### src/rtl/game_pkg.sv
// Shared definitions for the snowball/fireball gameplay screen: FSM state
// encoding, default gameplay tuning, renderer colours and a small
// distance helper used by the collision detectors.
package game_pkg;

  // Gameplay FSM states
  typedef enum logic [1:0] {
    ST_PLAY = 2'd0,
    ST_COOL = 2'd1,
    ST_WON  = 2'd2,
    ST_LOST = 2'd3
  } game_state_e;

  // Default gameplay tuning
  localparam logic [1:0] LIFE_INIT_DEF = 2'd3;
  localparam logic [2:0] CD_TICKS_DEF  = 3'd6;
  localparam logic [6:0] GOAL_X_DEF    = 7'd90;
  localparam logic [5:0] GOAL_Y_DEF    = 6'd58;
  localparam logic [7:0] HIT_R_DEF     = 8'd3;

  // 12-bit RGB colours shared with the pixel renderer
  localparam logic [11:0] COL_BG    = 12'h000;
  localparam logic [11:0] COL_SNOW  = 12'hFFF;
  localparam logic [11:0] COL_FIRE  = 12'hF40;
  localparam logic [11:0] COL_GOAL  = 12'h0F0;
  localparam logic [11:0] COL_HEART = 12'hF08;

  // Absolute difference of two zero-extended coordinates. Inputs are at
  // most 7 significant bits, so the signed 8-bit difference never overflows.
  function automatic logic [7:0] abs_diff8(input logic [7:0] a, input logic [7:0] b);
    logic [7:0] diff;
    diff = a - b;
    if (diff[7]) begin
      abs_diff8 = 8'd0 - diff;
    end else begin
      abs_diff8 = diff;
    end
  endfunction

endpackage

### src/rtl/hit_detect.sv
// Combinational collision test of one fireball against the snowball:
// a hit is declared when both |dx| and |dy| are within HIT_R.
module hit_detect
  import game_pkg::*;
#(
  parameter logic [7:0] HIT_R = HIT_R_DEF
) (
  input  logic [6:0] char_x_i,
  input  logic [5:0] char_y_i,
  input  logic [6:0] fire_x_i,
  input  logic [5:0] fire_y_i,
  output logic       hit_o
);

  logic [7:0] dx_s;
  logic [7:0] dy_s;

  assign dx_s  = abs_diff8({1'b0, char_x_i}, {1'b0, fire_x_i});
  assign dy_s  = abs_diff8({2'b00, char_y_i}, {2'b00, fire_y_i});
  assign hit_o = (dx_s <= HIT_R) && (dy_s <= HIT_R);

endmodule

### src/rtl/game_ctrl.sv
// Gameplay sequencer: on every frame tick checks the snowball against four
// fireballs and the goal corner, then updates lives, the post-hit cooldown
// and the win/lose outcome. All outputs are registered.
module game_ctrl
  import game_pkg::*;
#(
  parameter logic [1:0] LIFE_INIT = LIFE_INIT_DEF,
  parameter logic [2:0] CD_TICKS  = CD_TICKS_DEF,
  parameter logic [6:0] GOAL_X    = GOAL_X_DEF,
  parameter logic [5:0] GOAL_Y    = GOAL_Y_DEF,
  parameter logic [7:0] HIT_R     = HIT_R_DEF
) (
  input  logic       clk,
  input  logic       reset,
  input  logic       frame_tick,
  input  logic       restart,
  input  logic [6:0] char_x,
  input  logic [5:0] char_y,
  input  logic [6:0] fire1_x,
  input  logic [5:0] fire1_y,
  input  logic [6:0] fire2_x,
  input  logic [5:0] fire2_y,
  input  logic [6:0] fire3_x,
  input  logic [5:0] fire3_y,
  input  logic [6:0] fire4_x,
  input  logic [5:0] fire4_y,
  output logic [1:0] life,
  output logic       win,
  output logic       lose,
  output logic       cooldown,
  output logic [2:0] cd_cnt,
  output logic       freeze,
  output logic       hit_pulse
);

  logic [6:0] fire_x_s [4];
  logic [5:0] fire_y_s [4];
  logic [3:0] hit_vec_s;
  logic       any_hit_s;
  logic       at_goal_s;

  game_state_e state_q, state_d;
  logic [1:0]  life_q, life_d;
  logic [2:0]  cd_q, cd_d;
  logic        win_q, win_d;
  logic        lose_q, lose_d;
  logic        cool_q, cool_d;
  logic        freeze_q, freeze_d;
  logic        pulse_q, pulse_d;

  assign fire_x_s[0] = fire1_x;
  assign fire_x_s[1] = fire2_x;
  assign fire_x_s[2] = fire3_x;
  assign fire_x_s[3] = fire4_x;
  assign fire_y_s[0] = fire1_y;
  assign fire_y_s[1] = fire2_y;
  assign fire_y_s[2] = fire3_y;
  assign fire_y_s[3] = fire4_y;

  for (genvar g = 0; g < 4; g++) begin : g_hit
    hit_detect #(
      .HIT_R(HIT_R)
    ) u_hit (
      .char_x_i(char_x),
      .char_y_i(char_y),
      .fire_x_i(fire_x_s[g]),
      .fire_y_i(fire_y_s[g]),
      .hit_o   (hit_vec_s[g])
    );
  end

  // Overlapping fireballs collapse into a single hit event
  assign any_hit_s = |hit_vec_s;
  assign at_goal_s = (char_x >= GOAL_X) && (char_y >= GOAL_Y);

  // Next-state and next-output computation for the gameplay FSM
  always_comb begin
    state_d = state_q;
    life_d  = life_q;
    cd_d    = cd_q;
    win_d   = win_q;
    lose_d  = lose_q;
    cool_d  = cool_q;
    pulse_d = 1'b0;

    if (restart) begin
      // Level-sensitive restart pins the block in its start-of-game values
      state_d = ST_PLAY;
      life_d  = LIFE_INIT;
      cd_d    = 3'd0;
      win_d   = 1'b0;
      lose_d  = 1'b0;
      cool_d  = 1'b0;
    end else if (frame_tick) begin
      case (state_q)
        ST_PLAY: begin
          if (at_goal_s) begin
            // Reaching the goal wins even if a fireball touches this tick
            state_d = ST_WON;
            win_d   = 1'b1;
          end else if (any_hit_s) begin
            pulse_d = 1'b1;
            if (life_q <= 2'd1) begin
              state_d = ST_LOST;
              life_d  = 2'd0;
              lose_d  = 1'b1;
            end else begin
              state_d = ST_COOL;
              life_d  = life_q - 2'd1;
              cd_d    = CD_TICKS;
              cool_d  = 1'b1;
            end
          end else begin
            state_d = ST_PLAY;
          end
        end
        ST_COOL: begin
          // Invulnerable: hits are ignored while the counter runs down
          if (at_goal_s) begin
            state_d = ST_WON;
            win_d   = 1'b1;
            cd_d    = 3'd0;
            cool_d  = 1'b0;
          end else if (cd_q <= 3'd1) begin
            state_d = ST_PLAY;
            cd_d    = 3'd0;
            cool_d  = 1'b0;
          end else begin
            cd_d = cd_q - 3'd1;
          end
        end
        ST_WON: begin
          state_d = ST_WON;
        end
        ST_LOST: begin
          state_d = ST_LOST;
        end
        default: begin
          // Unreachable encoding: recover to a clean new game
          state_d = ST_PLAY;
          life_d  = LIFE_INIT;
          cd_d    = 3'd0;
          win_d   = 1'b0;
          lose_d  = 1'b0;
          cool_d  = 1'b0;
        end
      endcase
    end else begin
      state_d = state_q;
    end

    freeze_d = win_d | lose_d;
  end

  // State and output registers with synchronous reset
  always_ff @(posedge clk) begin
    if (reset) begin
      state_q  <= ST_PLAY;
      life_q   <= LIFE_INIT;
      cd_q     <= 3'd0;
      win_q    <= 1'b0;
      lose_q   <= 1'b0;
      cool_q   <= 1'b0;
      freeze_q <= 1'b0;
      pulse_q  <= 1'b0;
    end else begin
      state_q  <= state_d;
      life_q   <= life_d;
      cd_q     <= cd_d;
      win_q    <= win_d;
      lose_q   <= lose_d;
      cool_q   <= cool_d;
      freeze_q <= freeze_d;
      pulse_q  <= pulse_d;
    end
  end

  assign life      = life_q;
  assign win       = win_q;
  assign lose      = lose_q;
  assign cooldown  = cool_q;
  assign cd_cnt    = cd_q;
  assign freeze    = freeze_q;
  assign hit_pulse = pulse_q;

endmodule

### config.mk
export PLATFORM = sky130hd
export DESIGN_NAME = game_ctrl
export DESIGN_NICKNAME = d
export VERILOG_FILES = /design/src/rtl/game_pkg.sv /design/src/rtl/hit_detect.sv /design/src/rtl/game_ctrl.sv
export SDC_FILE = /design/constraint.sdc
export NUM_CORES = 1
export LEC_CHECK = 0
export ABC_AREA = 1
export BUFFER_PORTS_ARGS = -buffer_cell sky130_fd_sc_hd__buf_2
export CAP_MARGIN = 10
export CORE_MARGIN = 2
export CORE_UTILIZATION = 45
export CTS_CLUSTER_DIAMETER = 50
export DETAILED_ROUTE_END_ITERATION = 6
export PLACE_DENSITY = 0.72
export SYNTH_ARGS = -nofsm -noshare
export SYNTH_HDL_FRONTEND = slang
export SYNTH_SLANG_ARGS = --single-unit
### constraint.sdc
create_clock -name clk -period 2.8 [get_ports clk]
set_input_delay 0.28 -clock clk [delete_from_list [all_inputs] [get_ports clk]]
set_output_delay 0.28 -clock clk [all_outputs]
set_load 0.01 [all_outputs]
==> results of run 1 <==
timing repair:
action | in CTS | in global routing
resized for setup | 0 | 8
endpoints found under the setup margin | 0 | 10
buffers inserted | 0 | 1
final cells by class:
class / count / area, sq um
fill: 1120 / 4870
timing repair buffer: 85 / 443
multi-input combinational: 679 / 3740
inverter: 191 / 719
sequential: 12 / 240
clock buffer: 3 / 41.3
tap: 136 / 170
flip-flops by register name (all words and copies together), names as in the netlist:
| register | flops |
|---|---|
| cd_cnt | 3 |
| cooldown | 1 |
| freeze | 1 |
| hit_pulse | 1 |
| life | 2 |
| lose | 1 |
| state_q | 2 |
| win | 1 |
worst max-delay path, stage by stage:
cell and delay, ns:
buf_2 0.11, inv_4 0.05, ha_1 0.22, fa_2 0.55, ha_1 0.19, inv_1 0.05
nand2_1 0.06, nand2_1 0.05, nand3_1 0.07, nand2_1 0.05, nand3b_1 0.16, nor2_1 0.19
nand3_2 0.13, nand4_1 0.20, buf_4 0.14, nand3_1 0.08, nand2_1 0.07, nand2_1 0.04
path summary, 6_finish.rpt:
kind	startpoint	endpoint	slack (ns)	cells after the start
hold reg to reg	cooldown	cooldown	0.46	2
setup / recovery	char_y[0]	life[1]	0.23	18
setup reg to reg	cd_cnt[1]	state_q[1]	1.19	10
hold / removal	reset	life[1]	0.34	3
cell families (layout without fill, tap and decap cells):
kind of cell / count (synthesis) / in the layout / synth area share, %
AOI/OAI and AO/OA: 51 / 51 / 7.07
xor gates and xnor gates: 10 / 10 / 2.02
adders and majority gates: 70 / 70 / 19.9
buffers and inverters: 196 / 279 / 15.8
DFF: 12 / 12 / 5.10
and+or+nand+nor: 548 / 548 / 50.2
power by group:
group	internal, mW	switching (mW)
combinational	0.417	0.675
clock	0.0945	0.0596
sequential	0.172	0.000637
total	0.683	0.735
per-layer routing:
metal	up-vias	track usage, %
li1	2937	-
met1	2271	26.4
met2	72	34.8
met3	9	1.59
met4	0	2.82
met5	-	0
cells in the mapped netlist, drive strengths merged:
cell type	count	area share (%)
a21oi	37	5.1
and2	1	0.13
buf	5	0.53
dfxtp	12	5.1
fa	8	3.4
ha	62	16
inv	191	15
nand2	334	27
nand3	104	11
nand3b	11	1.8
nand4	29	3.9
nor2	59	4.9
nor3	6	0.64
o211ai	1	0.16
o21a	1	0.16
o21ai	8	0.85
o21bai	3	0.72
o22ai	1	0.13
or2	4	0.53
xnor2	4	0.74
xor2	6	1.3
==> results.toml, run 1 <==
[status]
status = "finished clean"

[clock_tree]
cts.sinks = 12
hold_buffers = 0
clk_root_buffer_cell = "clkbuf_8"
h-tree-depth = 1
insertion_delay_ns = 0.24
clockBufferDepth = 2
cts_tree = "yes"
cts-buffers-inserted = 3
path_clk_slew_ns = 0.05

[routing]
wl_met2_um = 5240
drc = 0
top_layer_used = "met4"
vias = 5289
wl_per_cell_um = 9.99
vias_per_cell = 4.78
drt_first_pass_iters = 4
wl_met1_um = 5340
route.met3.wl_um = 369
drt_iter0_drc = 212
routed_wl_um = 11100
final_antenna_net_count = 0

[floorplan]
die_x_um = 106
die_h_um = 106
initial_utilization_pct = 46.0
io_pins = 79
core_sq_um = 10200
rows = 37
die-area_sq_um = 11300

[critical_path]
start_kind = "input port"
cp-end-kind = "flip-flop"
critical_path_required_ns = 2.91
crit_type = "in -> reg"
cp.arrival_ns = 2.68
cp_max_fo = 4

[synth]
yosysWarnings = 0
syn_inst = 887
ys_seq_area_share_pct = 5.10
syn_area_sq_um = 4710
yosysUniqueCellTypes = 31
syn_area_per_cell_sq_um = 5.31
synth-seq-cells = 12
syn_nets = 1026

[global_routing]
grt_pass1_wl_um = 19000
antenna_found_initial = 0
overflow = 0
grtUsageTotal_pct = 19.6
grt_max_degree = 11
grt_pass1_vias = 4597

[final_layout]
fin_cells = 1106
diodes = 0
stdcell_area_sq_um = 5360
final_common_cell = "nand2_1"
final_util_pct = 52.4
final_cell_mix = "nand2_1 (328), inv_1 (187), nand3_1 (100), buf_2 (78), ha_1 (62)"
nets = 1111
layout-drive-gt1-share_pct = 12.5
area_growth_pct = 13.8

[sta]
period_needed_ns = 2.57
grt_setup_unrepaired = "no"
fin_crit_sh_pct = 91.7
final.setup.tns_ns = 0
timing_hold_violations_final = 0
max_slew_margin_pct = 68.7
finalMaxSlewViolations = 0
hold_ws_ns = 0.338
fin_worst_skew_ns = 0.00297
fmax_ghz = 0.390
worst_slew_pin_slew_ns = 0.467
fin_ws_ns = 0.233
setup_viol = 0

[place]
post_dp_cell_area_sq_um = 5290
gp_congestion = 0.826
pre_cts_ws_ns = -0.0983
io_buffers = 78
dp_cells = 1102
dp_hpwl_um = 9610

[power_and_ir_drop]
finalPower_mw = 1.42
p_per_area_nw_per_um2 = 265
peakVddDrop_v = 0.000122
p_leak_nw = 3.45

[hold_path]
worstHoldPathType = "in -> reg"

[run]
drv_cap = 0
No activity file was read; power rests on OpenSTA's default activity.
==> run 2, diff against run 1 <==
--- a/config.mk
+++ b/config.mk
@@ -6,6 +6,7 @@
 export NUM_CORES = 1
 export LEC_CHECK = 0
 export ABC_AREA = 1
+export ABC_CLOCK_PERIOD_IN_PS = 3200
 export BUFFER_PORTS_ARGS = -buffer_cell sky130_fd_sc_hd__buf_2
 export CAP_MARGIN = 10
 export CORE_MARGIN = 2
==> constraint.sdc (replaced) <==
create_clock -name clk -period 3.2 [get_ports clk]
set_input_delay 0.32 -clock clk [delete_from_list [all_inputs] [get_ports clk]]
set_output_delay 0.32 -clock clk [all_outputs]
set_load 0.01 [all_outputs]
==> results.toml, run 2 (synthesis gave the netlist of run 1 again) <==
[status]
status = "finished clean"

[final_layout]
diodes = 0
nFillCells = 1127
final_common_cell = "nand2_1"
final_cell_mix = "nand2_1 (328), inv_1 (189), nand3_1 (102), buf_2 (78), ha_1 (62)"
seq_area_sq_um = 240
fin_cells = 1101
area_growth_pct = 12.7
nets = 1105
multiInputGateArea_sq_um = 3720
largest_reg_flops = 3
layout-drive-gt1-share_pct = 11.3

[sta]
final.setup.tns_ns = 0
grt_setup_unrepaired = "no"
fin_worst_skew_ns = 0.000581
timing_hold_violations_final = 0
max_slew_margin_pct = 68.4
period_needed_ns = 2.64
setup_viol = 0
fin_crit_sh_pct = 82.4
worst_slew_pin_slew_ns = 0.473
finalMaxSlewViolations = 0
fmax_ghz = 0.379

[hold_path]
min-delay-start = "reset"
whs_path_depth = 3
hold_end = "life[1]"
worstHoldPathType = "in -> reg"

[power_and_ir_drop]
power_frac_seq_pct = 11.9
clock_power_share_pct = 13.4
finalPower_mw = 1.27
p_switching_uw = 650
p_comb_share_pct = 74.8
p_leak_nw = 3.43
p_per_area_nw_per_um2 = 239
peakVddDrop_v = 0.000102
swShare_pct = 51.3
internal-power_uw = 617

[critical_path]
cp-end-kind = "flip-flop"
cp.arrival_ns = 2.78
timing.rr.start = "cd_cnt[1]"
path_delay_family = "simple AND/OR/NAND/NOR gates"
reg2reg_depth = 10
crit_type = "in -> reg"
cp_slowest_cell = "fa_1"
cp-startpoint = "char_y[0]"
critical_path_required_ns = 3.34
crit_path_max_incr_delay_ns = 0.43
cp_cell_sequence = "buf_2 -> inv_1 -> ha_1 -> fa_1 -> inv_1 -> nand3_1 -> nand2_1 -> nand2_1 -> nand2_1 -> nand3_1 -> nand2_1 -> nand2_1 -> nand2_1 -> nand2_1 -> nor2_1 -> nand3_1 -> nand4_1 -> nand3_1 -> a21oi_1 -> o21ai_1"
cp.buffers_inverters = 3
cpMostUsedCell = "nand2_1"
r2r_end = "state_q[1]"
start_kind = "input port"
worst-r2r-setup-slack_ns = 1.66
cp_max_fo = 4

[place]
io_buffers = 78
dp_cells = 1097
dp_hpwl_um = 9620
gp_congestion = 0.823

[clock_tree]
cts.sinks = 12
clk_root_buffer_cell = "clkbuf_8"
hold_buffers = 0
cts-buffers-inserted = 3
path_clk_slew_ns = 0.05
h-tree-depth = 1
cts_setup_buffers = 0
cts_resized = 0
clockBufferDepth = 2
cts_tree = "yes"
insertion_delay_ns = 0.25

[floorplan]
core_sq_um = 10200
die_h_um = 106
rows = 37
initial_utilization_pct = 46.0
die-area_sq_um = 11300
io_pins = 79
die_x_um = 106

[routing]
drt_first_pass_iters = 4
routed_wl_um = 11000
drc = 0
final_antenna_net_count = 0
drt_iter0_drc = 154
wl_per_cell_um = 10.0
vias = 5215
vias_per_cell = 4.74

[global_routing]
grt_pass1_vias = 4735
grt_max_degree = 11
antenna_found_initial = 0
grtUsageTotal_pct = 20.2
overflow = 0
grt_pass1_wl_um = 19400

[run]
drv_cap = 0
## run 2: cell count changes in the layout (fill, tap and decap cells not counted), sizes merged
| cell | delta |
|---|---|
| buf | -6 |
| clkbuf | +1 |
## run 2: stage by stage
step,setup WS [ns],util [%],hold slack [ns],cell area [sq um]
final,0.562,51.9,0.371,5310
after global routing,0.237,51.9,0.382,5310
after CTS,0.567,51.9,0.363,5310
after detailed placement,0.306,51.3,0.452,5250
after global placement,0.318,51.3,0.451,5250
after floorplan,0.712,-,0.464,4710
## run 2: power groups by stage
stage / clock [mW] / sequential (mW) / combinational, mW
2_1_floorplan: 0 / 0.154 / 0.742
5_1_grt: 0.182 / 0.151 / 1.11
4_1_cts: 0.173 / 0.151 / 0.950
3_5_place_dp: 0 / 0.154 / 0.946
6_report: 0.169 / 0.151 / 0.947
3_3_place_gp: 0 / 0.154 / 0.936
## run 2: cell type report
class                   count  area share [%]
clock buffers               4            1.04
inverters                 191            13.5
multi-input cells         679            70.2
flip-flops and latches     12            4.53
well taps                 136            3.21
repair buffers             79            7.50
## run 2: worst max-delay path by stage
stage | end | slack (ns) | cells after the start
global placement | life[0] | 0.32 | 19
floorplan | life[0] | 0.71 | 20
CTS | life[0] | 0.57 | 19
detailed placement | life[0] | 0.31 | 19
finish | life[0] | 0.56 | 20
global route | life[0] | 0.24 | 19
## run 2: worst register-to-register path: cells and delay by family (launching register included)
family	cells	cell delay [ns]
AOI/OAI and AO/OA	3	0.39
buffers and inverters	3	0.24
DFF	1	0.32
and+or+nand+nor	3	0.29
adders and majority gates	1	0.18
## run 2: per-layer routing
| metal | up-vias | global-route usage [%] | wire (um) |
|---|---|---|---|
| met3 | 9 | 1.72 | 250 |
| li1 | 2915 | - | - |
| met1 | 2232 | 26.3 | 5530 |
| met5 | - | 0 | 0 |
| met4 | 0 | 2.73 | 91 |
| met2 | 59 | 36.9 | 5140 |
==> run 3, diff against run 2 <==
--- a/config.mk
+++ b/config.mk
@@ -6,7 +6,7 @@
 export NUM_CORES = 1
 export LEC_CHECK = 0
 export ABC_AREA = 1
-export ABC_CLOCK_PERIOD_IN_PS = 3200
+export ABC_CLOCK_PERIOD_IN_PS = 2600
 export BUFFER_PORTS_ARGS = -buffer_cell sky130_fd_sc_hd__buf_2
 export CAP_MARGIN = 10
 export CORE_MARGIN = 2
==> constraint.sdc (replaced) <==
create_clock -name clk -period 2.6 [get_ports clk]
set_input_delay 0.26 -clock clk [delete_from_list [all_inputs] [get_ports clk]]
set_output_delay 0.26 -clock clk [all_outputs]
set_load 0.01 [all_outputs]
==> results.toml, run 3 (synthesis gave the netlist of run 1 again) <==
[clock_tree]
clockBufferDepth = 2
hold_buffers = 0
path_clk_slew_ns = 0.05
insertion_delay_ns = 0.24
cts_tree = "yes"
cts-buffers-inserted = 3
cts.sinks = 12
clk_root_buffer_cell = "clkbuf_8"
h-tree-depth = 1

[sta]
grt_setup_unrepaired = "yes"
timing_hold_violations_final = 0
fin_worst_skew_ns = 0.00146
setup_viol = 0
fmax_ghz = 0.407
max_slew_margin_pct = 70.3
final.setup.tns_ns = 0
fin_crit_sh_pct = 94.6
finalMaxSlewViolations = 0
period_needed_ns = 2.46
worst_slew_pin_slew_ns = 0.444

[final_layout]
area_growth_pct = 24.1
diodes = 0
layout-drive-gt1-share_pct = 20.0
final_cell_mix = "nand2_1 (323), inv_1 (178), nand3_1 (98), buf_2 (76)"
stdcell_area_sq_um = 5840
nets = 1154
largest_reg_flops = 3
final_common_cell = "nand2_1"

[routing]
final_antenna_net_count = 0
drc = 0
drt_first_pass_iters = 4
wl_per_cell_um = 10.1
routed_wl_um = 11600
vias = 5445
vias_per_cell = 4.73
drt_iter0_drc = 196

[floorplan]
core_sq_um = 10200
io_pins = 79
rows = 37
die_h_um = 106
initial_utilization_pct = 46.0
die-area_sq_um = 11300
die_x_um = 106

[power_and_ir_drop]
p_per_area_nw_per_um2 = 293
peakVddDrop_v = 0.000159
p_leak_nw = 3.65

[critical_path]
cp-end-kind = "flip-flop"
critical_path_required_ns = 2.73
cp.arrival_ns = 2.59
crit_type = "in -> reg"
start_kind = "input port"
cp_max_fo = 4

[global_routing]
grt_pass1_wl_um = 20100
grt_use_met1_pct = 27.8
grt_pass1_vias = 4920
grt_max_degree = 11
grt.met2_usage_pct = 38.2
busiest_layer = "met2"
grt_use_met3_pct = 1.23
overflow = 0
antenna_found_initial = 0
grtUsageTotal_pct = 20.8

[place]
dp_hpwl_um = 9970
io_buffers = 78
post_dp_cell_area_sq_um = 5610
gp_congestion = 0.830

[run]
drv_cap = 0

[status]
status = "finished clean"

[hold_path]
worstHoldPathType = "in -> reg"
[run 3: final cells by class]
class,count,area [sq um]
Fill cell,1079,4390
Inverter,191,727
Multi-Input combinational cell,679,3860
Sequential cell,12,240
Clock buffer,4,55.1
Timing Repair Buffer,128,782
Tap cell,136,170
[run 3: repair_timing]
item                       CTS  global route
setup buffers                0             1
setup endpoints to repair    0            11
gates resized for setup      0            57
[run 3: final timing paths]
kind / startpoint / end / slack [ns] / cells after the start
worst max-delay path: char_y[0] / life[0] / 0.14 / 17
worst min-delay path: reset / life[1] / 0.30 / 3
worst min register to register: cooldown / cooldown / 0.47 / 2
worst max register to register: cd_cnt[1] / state_q[1] / 1.06 / 10
[run 3: power by group]
group | switching (mW) | internal (mW) | total [mW]
clock | 0.0705 | 0.134 | 0.204
sequential | 0.000700 | 0.185 | 0.186
combinational | 0.773 | 0.549 | 1.32
[run 3: metal layers]
metal | vias to the layer above | wire [um]
met3 | 7 | 233
li1 | 3018 | -
met2 | 65 | 5540
met5 | - | 0
met1 | 2355 | 5750
met4 | 0 | 107
[run 3: worst max-delay path, cell delays in order]
cell and delay, ns:
buf_2 0.10, inv_4 0.05, ha_2 0.19, fa_2 0.53, ha_1 0.15, inv_2 0.05, xor2_1 0.15, nand2_1 0.06
nand2_1 0.05, a21oi_1 0.14, nand3_1 0.10, nor2_1 0.11, nand3_1 0.12, nand4_1 0.20, nand3_2 0.12, a21oi_1 0.13
o21ai_1 0.08
[run 3: through the flow]
step | hold slack [ns] | worst slack, ns | power (mW) | util [%] | std cells
2_1_floorplan | 0.404 | 0.172 | 1.10 | - | 887
5_1_grt | 0.336 | -0.0930 | 1.93 | 57.1 | 1150
3_5_place_dp | 0.453 | -0.233 | 1.46 | 54.8 | 1145
6_report | 0.303 | 0.141 | 1.71 | 57.1 | 1150
4_1_cts | 0.299 | 0.0199 | 1.67 | 55.4 | 1149
3_3_place_gp | 0.449 | -0.212 | 1.44 | 54.8 | 1145
